File: src/rtl/fetch_unit_if.sv
// Fetch-side bus bundle: instruction-memory request/response channel plus the
// decode handoff. master = fetch unit, slave = memory/decode environment.
interface fetch_unit_if #(
  parameter int XLEN = 32
);
  logic            imem_req_valid;
  logic            imem_req_ready;
  logic [XLEN-1:0] imem_req_addr;
  logic            imem_resp_valid;
  logic [XLEN-1:0] imem_resp_data;
  logic            dec_valid;
  logic            dec_ready;
  logic [XLEN-1:0] dec_instr;
  logic [XLEN-1:0] dec_pc;

  modport master (
    output imem_req_valid, imem_req_addr, dec_valid, dec_instr, dec_pc,
    input  imem_req_ready, imem_resp_valid, imem_resp_data, dec_ready
  );

  modport slave (
    input  imem_req_valid, imem_req_addr, dec_valid, dec_instr, dec_pc,
    output imem_req_ready, imem_resp_valid, imem_resp_data, dec_ready
  );
endinterface

File: src/rtl/fetch_unit.sv
// Instruction fetch front end: sequential PC generation, credit-limited memory
// requests, response queue to decode, and flush with in-flight response discard.
module fetch_unit #(
  parameter int              XLEN     = 32,
  parameter logic [XLEN-1:0] RESET_PC = '0,
  parameter int              QDEPTH   = 4
) (
  input  logic            clk,
  input  logic            rst,
  input  logic            stall_fetch,
  input  logic            flush_pipeline,
  input  logic [XLEN-1:0] redirect_pc,
  fetch_unit_if.master    bus,
  output logic            fq_full,
  output logic            fq_empty,
  output logic            fetch_err
);
  localparam int AW = $clog2(QDEPTH);
  localparam int CW = AW + 1;
  localparam logic [CW:0] DEPTH_W = (CW+1)'(QDEPTH);

  logic [XLEN-1:0] pc_reg;
  logic [AW-1:0]   q_rd_reg, q_wr_reg, pf_rd_reg, pf_wr_reg;
  logic [CW-1:0]   q_cnt_reg, out_reg, drop_reg;
  logic            err_reg;

  logic [XLEN-1:0] q_pc_mem    [QDEPTH];
  logic [XLEN-1:0] q_instr_mem [QDEPTH];
  logic [XLEN-1:0] pf_mem      [QDEPTH];

  logic [CW:0] credit_q, credit_d;
  logic        req_valid, req_fire;
  logic        resp_drop, resp_take, resp_err;
  logic        q_push, q_pop, dec_valid;

  // Reserving a queue slot per outstanding request means responses never stall.
  assign credit_q  = {1'b0, out_reg} + {1'b0, q_cnt_reg};
  assign credit_d  = {1'b0, out_reg} + {1'b0, drop_reg};
  assign req_valid = !stall_fetch && !flush_pipeline
                     && (credit_q < DEPTH_W) && (credit_d < DEPTH_W);
  assign req_fire  = req_valid && bus.imem_req_ready;

  assign resp_drop = bus.imem_resp_valid && (drop_reg != '0);
  assign resp_take = bus.imem_resp_valid && (drop_reg == '0) && (out_reg != '0);
  assign resp_err  = bus.imem_resp_valid && (drop_reg == '0) && (out_reg == '0);

  assign fq_empty  = (q_cnt_reg == '0);
  assign fq_full   = (q_cnt_reg == CW'(QDEPTH));
  assign dec_valid = !fq_empty && !flush_pipeline;
  assign q_push    = resp_take && !flush_pipeline;
  assign q_pop     = dec_valid && bus.dec_ready;
  assign fetch_err = err_reg;

  assign bus.imem_req_valid = req_valid;
  assign bus.imem_req_addr  = pc_reg;
  assign bus.dec_valid      = dec_valid;
  assign bus.dec_instr      = q_instr_mem[q_rd_reg];
  assign bus.dec_pc         = q_pc_mem[q_rd_reg];

  always_ff @(posedge clk or posedge rst) begin
    if (rst) begin
      pc_reg    <= RESET_PC;
      q_rd_reg  <= '0;
      q_wr_reg  <= '0;
      pf_rd_reg <= '0;
      pf_wr_reg <= '0;
      q_cnt_reg <= '0;
      out_reg   <= '0;
      drop_reg  <= '0;
      err_reg   <= 1'b0;
    end else begin
      if (resp_err) err_reg <= 1'b1;
      if (flush_pipeline) begin
        pc_reg    <= redirect_pc;
        q_rd_reg  <= '0;
        q_wr_reg  <= '0;
        pf_rd_reg <= '0;
        pf_wr_reg <= '0;
        q_cnt_reg <= '0;
        out_reg   <= '0;
        // Every in-flight request becomes a drop; a response landing now is already consumed.
        drop_reg  <= drop_reg + out_reg - CW'(resp_drop || resp_take);
      end else begin
        if (req_fire) begin
          pc_reg    <= pc_reg + XLEN'(4);
          pf_wr_reg <= pf_wr_reg + AW'(1);
        end
        if (q_push) begin
          q_wr_reg  <= q_wr_reg + AW'(1);
          pf_rd_reg <= pf_rd_reg + AW'(1);
        end
        if (q_pop) q_rd_reg <= q_rd_reg + AW'(1);
        q_cnt_reg <= q_cnt_reg + CW'(q_push) - CW'(q_pop);
        out_reg   <= out_reg + CW'(req_fire) - CW'(resp_take);
        drop_reg  <= drop_reg - CW'(resp_drop);
      end
    end
  end

  // Storage arrays carry no reset; validity is tracked by pointers and counts.
  always_ff @(posedge clk) begin
    if (req_fire) pf_mem[pf_wr_reg] <= pc_reg;
    if (q_push) begin
      q_pc_mem[q_wr_reg]    <= pf_mem[pf_rd_reg];
      q_instr_mem[q_wr_reg] <= bus.imem_resp_data;
    end
  end
endmodule
File: src/flat_wrapper.sv
// flat-port wrapper written by rule: the top's interface ports become plain ports
module fetch_unit_flat 
#(
  parameter int              XLEN     = 32,
  parameter logic [XLEN-1:0] RESET_PC = '0,
  parameter int              QDEPTH   = 4
)
  (clk, rst, stall_fetch, flush_pipeline, redirect_pc, fq_full, fq_empty, fetch_err, bus_imem_req_valid, bus_imem_req_addr, bus_dec_valid, bus_dec_instr, bus_dec_pc, bus_imem_req_ready, bus_imem_resp_valid, bus_imem_resp_data, bus_dec_ready);
  fetch_unit_if #(.XLEN(XLEN)) bus_i ();
  input  logic clk;
  input  logic rst;
  input  logic stall_fetch;
  input  logic flush_pipeline;
  input  logic [XLEN-1:0] redirect_pc;
  output logic fq_full;
  output logic fq_empty;
  output logic fetch_err;
  output wire logic [$bits(bus_i.imem_req_valid)-1:0] bus_imem_req_valid;
  output wire logic [$bits(bus_i.imem_req_addr)-1:0] bus_imem_req_addr;
  output wire logic [$bits(bus_i.dec_valid)-1:0] bus_dec_valid;
  output wire logic [$bits(bus_i.dec_instr)-1:0] bus_dec_instr;
  output wire logic [$bits(bus_i.dec_pc)-1:0] bus_dec_pc;
  input wire logic [$bits(bus_i.imem_req_ready)-1:0] bus_imem_req_ready;
  input wire logic [$bits(bus_i.imem_resp_valid)-1:0] bus_imem_resp_valid;
  input wire logic [$bits(bus_i.imem_resp_data)-1:0] bus_imem_resp_data;
  input wire logic [$bits(bus_i.dec_ready)-1:0] bus_dec_ready;
  assign bus_imem_req_valid = bus_i.imem_req_valid;
  assign bus_imem_req_addr = bus_i.imem_req_addr;
  assign bus_dec_valid = bus_i.dec_valid;
  assign bus_dec_instr = bus_i.dec_instr;
  assign bus_dec_pc = bus_i.dec_pc;
  assign bus_i.imem_req_ready = bus_imem_req_ready;
  assign bus_i.imem_resp_valid = bus_imem_resp_valid;
  assign bus_i.imem_resp_data = bus_imem_resp_data;
  assign bus_i.dec_ready = bus_dec_ready;
  fetch_unit #(.XLEN(XLEN), .RESET_PC(RESET_PC), .QDEPTH(QDEPTH)) u_core (.clk(clk), .rst(rst), .stall_fetch(stall_fetch), .flush_pipeline(flush_pipeline), .redirect_pc(redirect_pc), .bus(bus_i), .fq_full(fq_full), .fq_empty(fq_empty), .fetch_err(fetch_err));
endmodule
File: config.mk
export PLATFORM = sky130hd
export DESIGN_NAME = fetch_unit_flat
export DESIGN_NICKNAME = d
export VERILOG_FILES = /design/src/rtl/fetch_unit_if.sv /design/src/rtl/fetch_unit.sv /design/src/flat_wrapper.sv
export SDC_FILE = /design/constraint.sdc
export NUM_CORES = 1
export LEC_CHECK = 0
export BUFFER_PORTS_ARGS = -buffer_cell sky130_fd_sc_hd__buf_4
export CAP_MARGIN = 20
export CORE_MARGIN = 2
export CORE_UTILIZATION = 45
export DETAILED_ROUTE_END_ITERATION = 6
export PLACE_DENSITY = 0.67
export REMOVE_ABC_BUFFERS = 1
export SETUP_SLACK_MARGIN = 0.05
export SLEW_MARGIN = 20
export SYNTH_ARGS = -nofsm -noshare
export SYNTH_HDL_FRONTEND = slang
export SYNTH_SLANG_ARGS = --single-unit
File: constraint.sdc
create_clock -name clk -period 5.16 [get_ports clk]
set_input_delay 0.516 -clock clk [delete_from_list [all_inputs] [get_ports clk]]
set_output_delay 0.516 -clock clk [all_outputs]
set_load 0.03 [all_outputs]
Word-level counts from Yosys, hierarchy flattened
Memory sizes are Yosys's and may differ from the RTL's.
Index checks and enable logic that the tools add are counted.
W data, S select, Z words.
- output and inout port bits: 101
- latch bits: 0
- word-level logic and storage cells: 69
- flip-flop bits (word level): 50
- ROM bits: 0
- memory bits (writable): 384
- memories kept: 3
- $add $sub $neg: 14
- shift-type cells: 0
- reductions and logical operators: 23
- divide/modulo/power cells: 0
- $mul: 0
- magnitude comparators: 2
- equal/unequal tests: 1
- mux-type cells: 17
- bitwise logic cells: 0
- memories (memory ; depth ; bits a word ; rd ports ; clocked after memory_dff ; write ports ; RTL line ; source):
    u_core.pf_mem ; 4 ; 32 ; 1 ; 0 ; 1 ; fetch_unit.sv:29 ; logic [XLEN-1:0] pf_mem [QDEPTH];
    u_core.q_instr_mem ; 4 ; 32 ; 1 ; 0 ; 1 ; fetch_unit.sv:28 ; logic [XLEN-1:0] q_instr_mem [QDEPTH];
    u_core.q_pc_mem ; 4 ; 32 ; 1 ; 0 ; 1 ; fetch_unit.sv:27 ; logic [XLEN-1:0] q_pc_mem [QDEPTH];
- operators by type and width (operator ; number):
    $mux W32 ; 2
    $add A32 B3 Y32 const B ; 1
    $mux W2 ; 8
    $sub A3 B1 Y3 ; 4
    $logic_and A1 B1 Y1 ; 11
    $logic_not A3 Y1 ; 3
    $mux W3 ; 3
    $add A2 B1 Y2 const B ; 4
    $add A3 B3 Y4 ; 2
    $lt A4 B3 Y1 const B ; 2
    $add A3 B1 Y3 ; 2
    $reduce_bool A2 Y1 ; 3
    $reduce_bool A3 Y1 ; 2
    $mux W1 ; 4
    $add A3 B3 Y3 ; 1
    $eq A3 B3 Y1 const B ; 1
    $logic_not A1 Y1 ; 3
    $logic_or A1 B1 Y1 ; 1

Logic depth before layout (Yosys ltp)
- depth after elaboration: 8
- depth in mapped cells: 12
- mapped depth without buffers: 10

Least setup slack after synthesis
Ideal clock, no wire load.
- path kind: reg2reg
- start point: register u_core.drop_reg[0]
- end point: memory u_core.q_instr_mem[0][0], enable pin
- period minus slack after synthesis: 3310 ps
- path slack: 1850 ps
- data required time: 4731 ps
- data arrival time: 2881 ps
- library setup time: 429 ps
- cell stages (with the launch flop): 6
- cell sequence: dfrtp_1 nor3_1 and3b_1 clkbuf_1 nor2b_1 and2_1
- cells in the longest elaborated chain, start to end: 6
- ends and longest elaborated chain (element ; RTL line ; source):
    from (decl) ; fetch_unit.sv:24 ; logic [CW-1:0] q_cnt_reg, out_reg, drop_reg;
    from (signal assigned) ; fetch_unit.sv:82 ; drop_reg <= drop_reg + out_reg - CW'(resp_drop || resp_take);
    from (signal assigned) ; fetch_unit.sv:95 ; drop_reg <= drop_reg - CW'(resp_drop);
    $logic_not A3 Y1 ; fetch_unit.sv:44 ; assign resp_take = bus.imem_resp_valid && (drop_reg == '0) && (out_reg != '0);
    $logic_and A1 B1 Y1 (2 in a row) ; fetch_unit.sv:44 ;
    $logic_and A1 B1 Y1 ; fetch_unit.sv:50 ; assign q_push = resp_take && !flush_pipeline;
    $mux W1 ; fetch_unit.sv:103 ; if (q_push) begin
    $mux W1 (not written as such) ; fetch_unit.sv:105 ; q_instr_mem[q_wr_reg] <= bus.imem_resp_data;
    to (decl) ; fetch_unit.sv:28 ;
No other way between the ends.

Worst setup path in the final report
- start point: register u_core.out_reg[1]
- end point: memory u_core.pf_mem[1][30], enable pin
- cells in the longest elaborated chain, start to end: 7
- elaborated cells between the ends (all ways): 9
- ends and longest elaborated chain (element ; RTL line ; source):
    from (decl) ; fetch_unit.sv:24 ;
    from (signal assigned) ; fetch_unit.sv:94 ; out_reg <= out_reg + CW'(req_fire) - CW'(resp_take);
    $add A3 B3 Y4 ; fetch_unit.sv:37 ; assign credit_q = {1'b0, out_reg} + {1'b0, q_cnt_reg};
    $lt A4 B3 Y1 ; fetch_unit.sv:40 ; && (credit_q < DEPTH_W) && (credit_d < DEPTH_W);
    $logic_and A1 B1 Y1 ; fetch_unit.sv:40 ;
    $logic_and A1 B1 Y1 * ; fetch_unit.sv:40 ;
    $logic_and A1 B1 Y1 * ; fetch_unit.sv:41 ; assign req_fire = req_valid && bus.imem_req_ready;
    $mux W1 * ; fetch_unit.sv:102 ; if (req_fire) pf_mem[pf_wr_reg] <= pc_reg;
    $mux W1 (not written as such) * ; fetch_unit.sv:102 ;
    to (decl) ; fetch_unit.sv:29 ;
Mark *: on every way between the ends. The rest lies on a longest branch, timed or not.

==> results.json <==
{
  "status": "finished clean",
  "power.leakage_nw": 6.89,
  "fin_cells": 1570,
  "clock-sinks": 434,
  "start_util": 0.453,
  "cts_max_level": 2,
  "async_reset_ff_frac": 0.115,
  "dr.pass1.iters": 4,
  "pwr-share-comb": 0.152,
  "met1_length_um": 14300,
  "crit_family": "compound AO/OA/AOI/OAI gates",
  "cts_setup_buffers": 0,
  "crit_required_ps": 5310,
  "setup_viol": 0,
  "dr.first_iter.drc_count": 570,
  "synth_warnings": 0,
  "crit_buf_inv": 2,
  "critical-path-max-stage-delay_ps": 810,
  "dp.cells": 1493,
  "critPathMaxFanout": 32,
  "io_pins": 172,
  "cts_made_buffers": 44,
  "fmax_mhz": 298,
  "overflow": 0,
  "critPathLaunchType": "flip-flop",
  "ys_types": 51,
  "pwr-share-seq": 0.495,
  "synth_edf_count": 384,
  "placed_area_um2": 18800,
  "dr_wl_met2_um": 16500,
  "cp.arrival_ps": 3510,
  "synth_cells": 838,
  "via_per_inst": 5.28,
  "fin_util": 0.540,
  "postCtsResizedCells": 0,
  "syn-cell-area_um2": 17000,
  "synthToLayoutAreaGrowth_pct": 19.0,
  "cts_buffer_depth": 3,
  "routed_wl_um": 33100,
  "wl_met3_um": 1480,
  "synth_top_area_cell": "edfxtp_1",
  "die_h_um": 198,
  "power_frac_clock": 0.354,
  "internal_power_mw": 6.26,
  "portBuffers": 171,
  "num_rows": 71,
  "slowest_stage": "and2_2",
  "dieArea_um2": 39300,
  "final_net_count": 1124,
  "grt_max_degree": 57,
  "rsz0062_at_grt": "false",
  "clock_latency_ps": 540,
  "core_um2": 37400,
  "fin_crit_sh": 0.651,
  "yosysTopAreaCellShare": 0.680,
  "synth.avg_cell_area_um2": 20.2,
  "grt_pass1_vias": 8448,
  "reg2reg_setup_slack_ps": 1800,
  "layout-drive-gt1-share": 0.352,
  "cts_root_buffer": "clkbuf_16",
  "drc_errors": 0,
  "power.switching_mw": 2.15,
  "yosysSeqAreaShare": 0.754,
  "end_kind": "flip-flop",
  "grt_pass1_wl_um": 50000,
  "hold_path.class": "in2reg",
  "grt_antenna_before_repair": 0,
  "design_area_um2": 20200,
  "antenna_left": 0,
  "highest_layer": "met4",
  "clk_pin_slew_ps": 60,
  "ys_seq_elements": 434,
  "max-cap-violations": 0,
  "switching_share": 0.256,
  "cts_tree": "built",
  "skew_ps": 15.1,
  "gp_congestion": 0.769,
  "crit_chain": "inv_1 > ha_1 > a22oi_1 > o2111ai_4 > inv_4 > and2_2",
  "critPathKind": "reg2reg",
  "totalPowerFinal_mw": 8.41,
  "fp.dieW_um": 198,
  "dr_total_vias": 8296,
  "worst_pin_slew_ps": 956,
  "top_regs": "u_core.pf_mem x128, u_core.q_instr_mem x128, u_core.q_pc_mem x128",
  "fin_setup_tns_ps": 0,
  "hpwlAfterDp_um": 20100,
  "grtUsageTotal": 0.172,
  "yosysMostFrequentCell": "edfxtp_1",
  "slew_viol_final": 0,
  "ys_top_cells_by_count": "384 x edfxtp_1, 96 x mux4_2, 50 x dfrtp_1, 31 x nand2_1",
  "synth_flop_cell": "edfxtp_1",
  "fin_crit_ps": 3360,
  "synth_area_leaders": "edfxtp_1 68%, mux4_2 13%, dfrtp_1 7.4%",
  "ctsHoldBuffers": 0,
  "ir_drop_mv": 0.298,
  "hold_viol": 0,
  "routedWlPerCell_um": 21.1,
  "slew_headroom": 0.362,
  "antenna_cells": 0,
  "powerDensity_nw_per_um2": 416
}
-- layer usage --
metal,up-vias,track usage
met5,-,0
met4,0,0.0532
met3,47,0.0274
met2,221,0.291
met1,4256,0.230
li1,3772,-
-- power by group through the flow --
stage | combinational, mW | clock, mW | sequential (mW)
3_3_place_gp | 1.28 | 0 | 4.23
4_1_cts | 1.30 | 3.04 | 4.17
3_5_place_dp | 1.29 | 0 | 4.24
5_1_grt | 1.37 | 3.17 | 4.19
6_report | 1.27 | 2.97 | 4.16
2_1_floorplan | 0.773 | 0 | 4.27
-- placed cells by master (no fill, tap or decap), types with 10 or more instances in the layout --
| cell | netlist | layout |
|---|---|---|
| nand2_1 | 31 | 31 |
| edfxtp_1 | 384 | 384 |
| nor2_1 | 23 | 22 |
| nand3_1 | 14 | 14 |
| ha_1 | 22 | 22 |
| inv_1 | 23 | 22 |
| buf_4 | 0 | 182 |
| xnor2_1 | 13 | 13 |
| clkbuf_16 | 0 | 44 |
| o21ai_1 | 15 | 15 |
| dfrtp_1 | 50 | 46 |
| xor2_1 | 10 | 10 |
| nand4_1 | 11 | 11 |
| mux4_2 | 96 | 96 |
-- area by class of cell --
class                      instances  area [um^2]
clock buffer                      56         1190
multi-input combinational        342         3950
inverter                          24         92.6
clock inverter                    21          168
tap                              511          639
timing repair buffer             182         1370
fill                            2933        17200
sequential                       434        12800
-- cell families (layout without fill, tap and decap cells) --
group	count (synthesis)	in the layout	synth area share
AOI/OAI and AO/OA	61	61	0.0247
xor gates and xnor gates	23	23	0.0119
adders and majority gates	25	25	0.0198
buffers and inverters	62	283	0.0160
DFF	434	434	0.754
muxes	106	106	0.134
and+or+nand+nor	127	127	0.0402
-- final timing paths --
check                                                to                    from  depth (start not counted)
setup / recovery                   u_core.pf_mem[1][30]       u_core.out_reg[1]                          6
hold / removal                u_core.q_instr_mem[2][19]  bus_imem_resp_data[19]                          1
setup reg to reg                   u_core.pf_mem[1][30]       u_core.out_reg[1]                          6
hold reg to reg                        u_core.fetch_err        u_core.fetch_err                          1
max in group asynchronous            u_core.q_rd_reg[0]                     rst                          3
min in group asynchronous  u_core.bus.imem_req_addr[22]                     rst                          3
-- stage by stage --
step	setup slack (ps)	hold slack, ps
after floorplan	1280	515
after global placement	1800	466
after detailed placement	1770	465
after CTS	1730	145
after global routing	1540	152
final	1800	173
(Power assumes the default switching activity.)
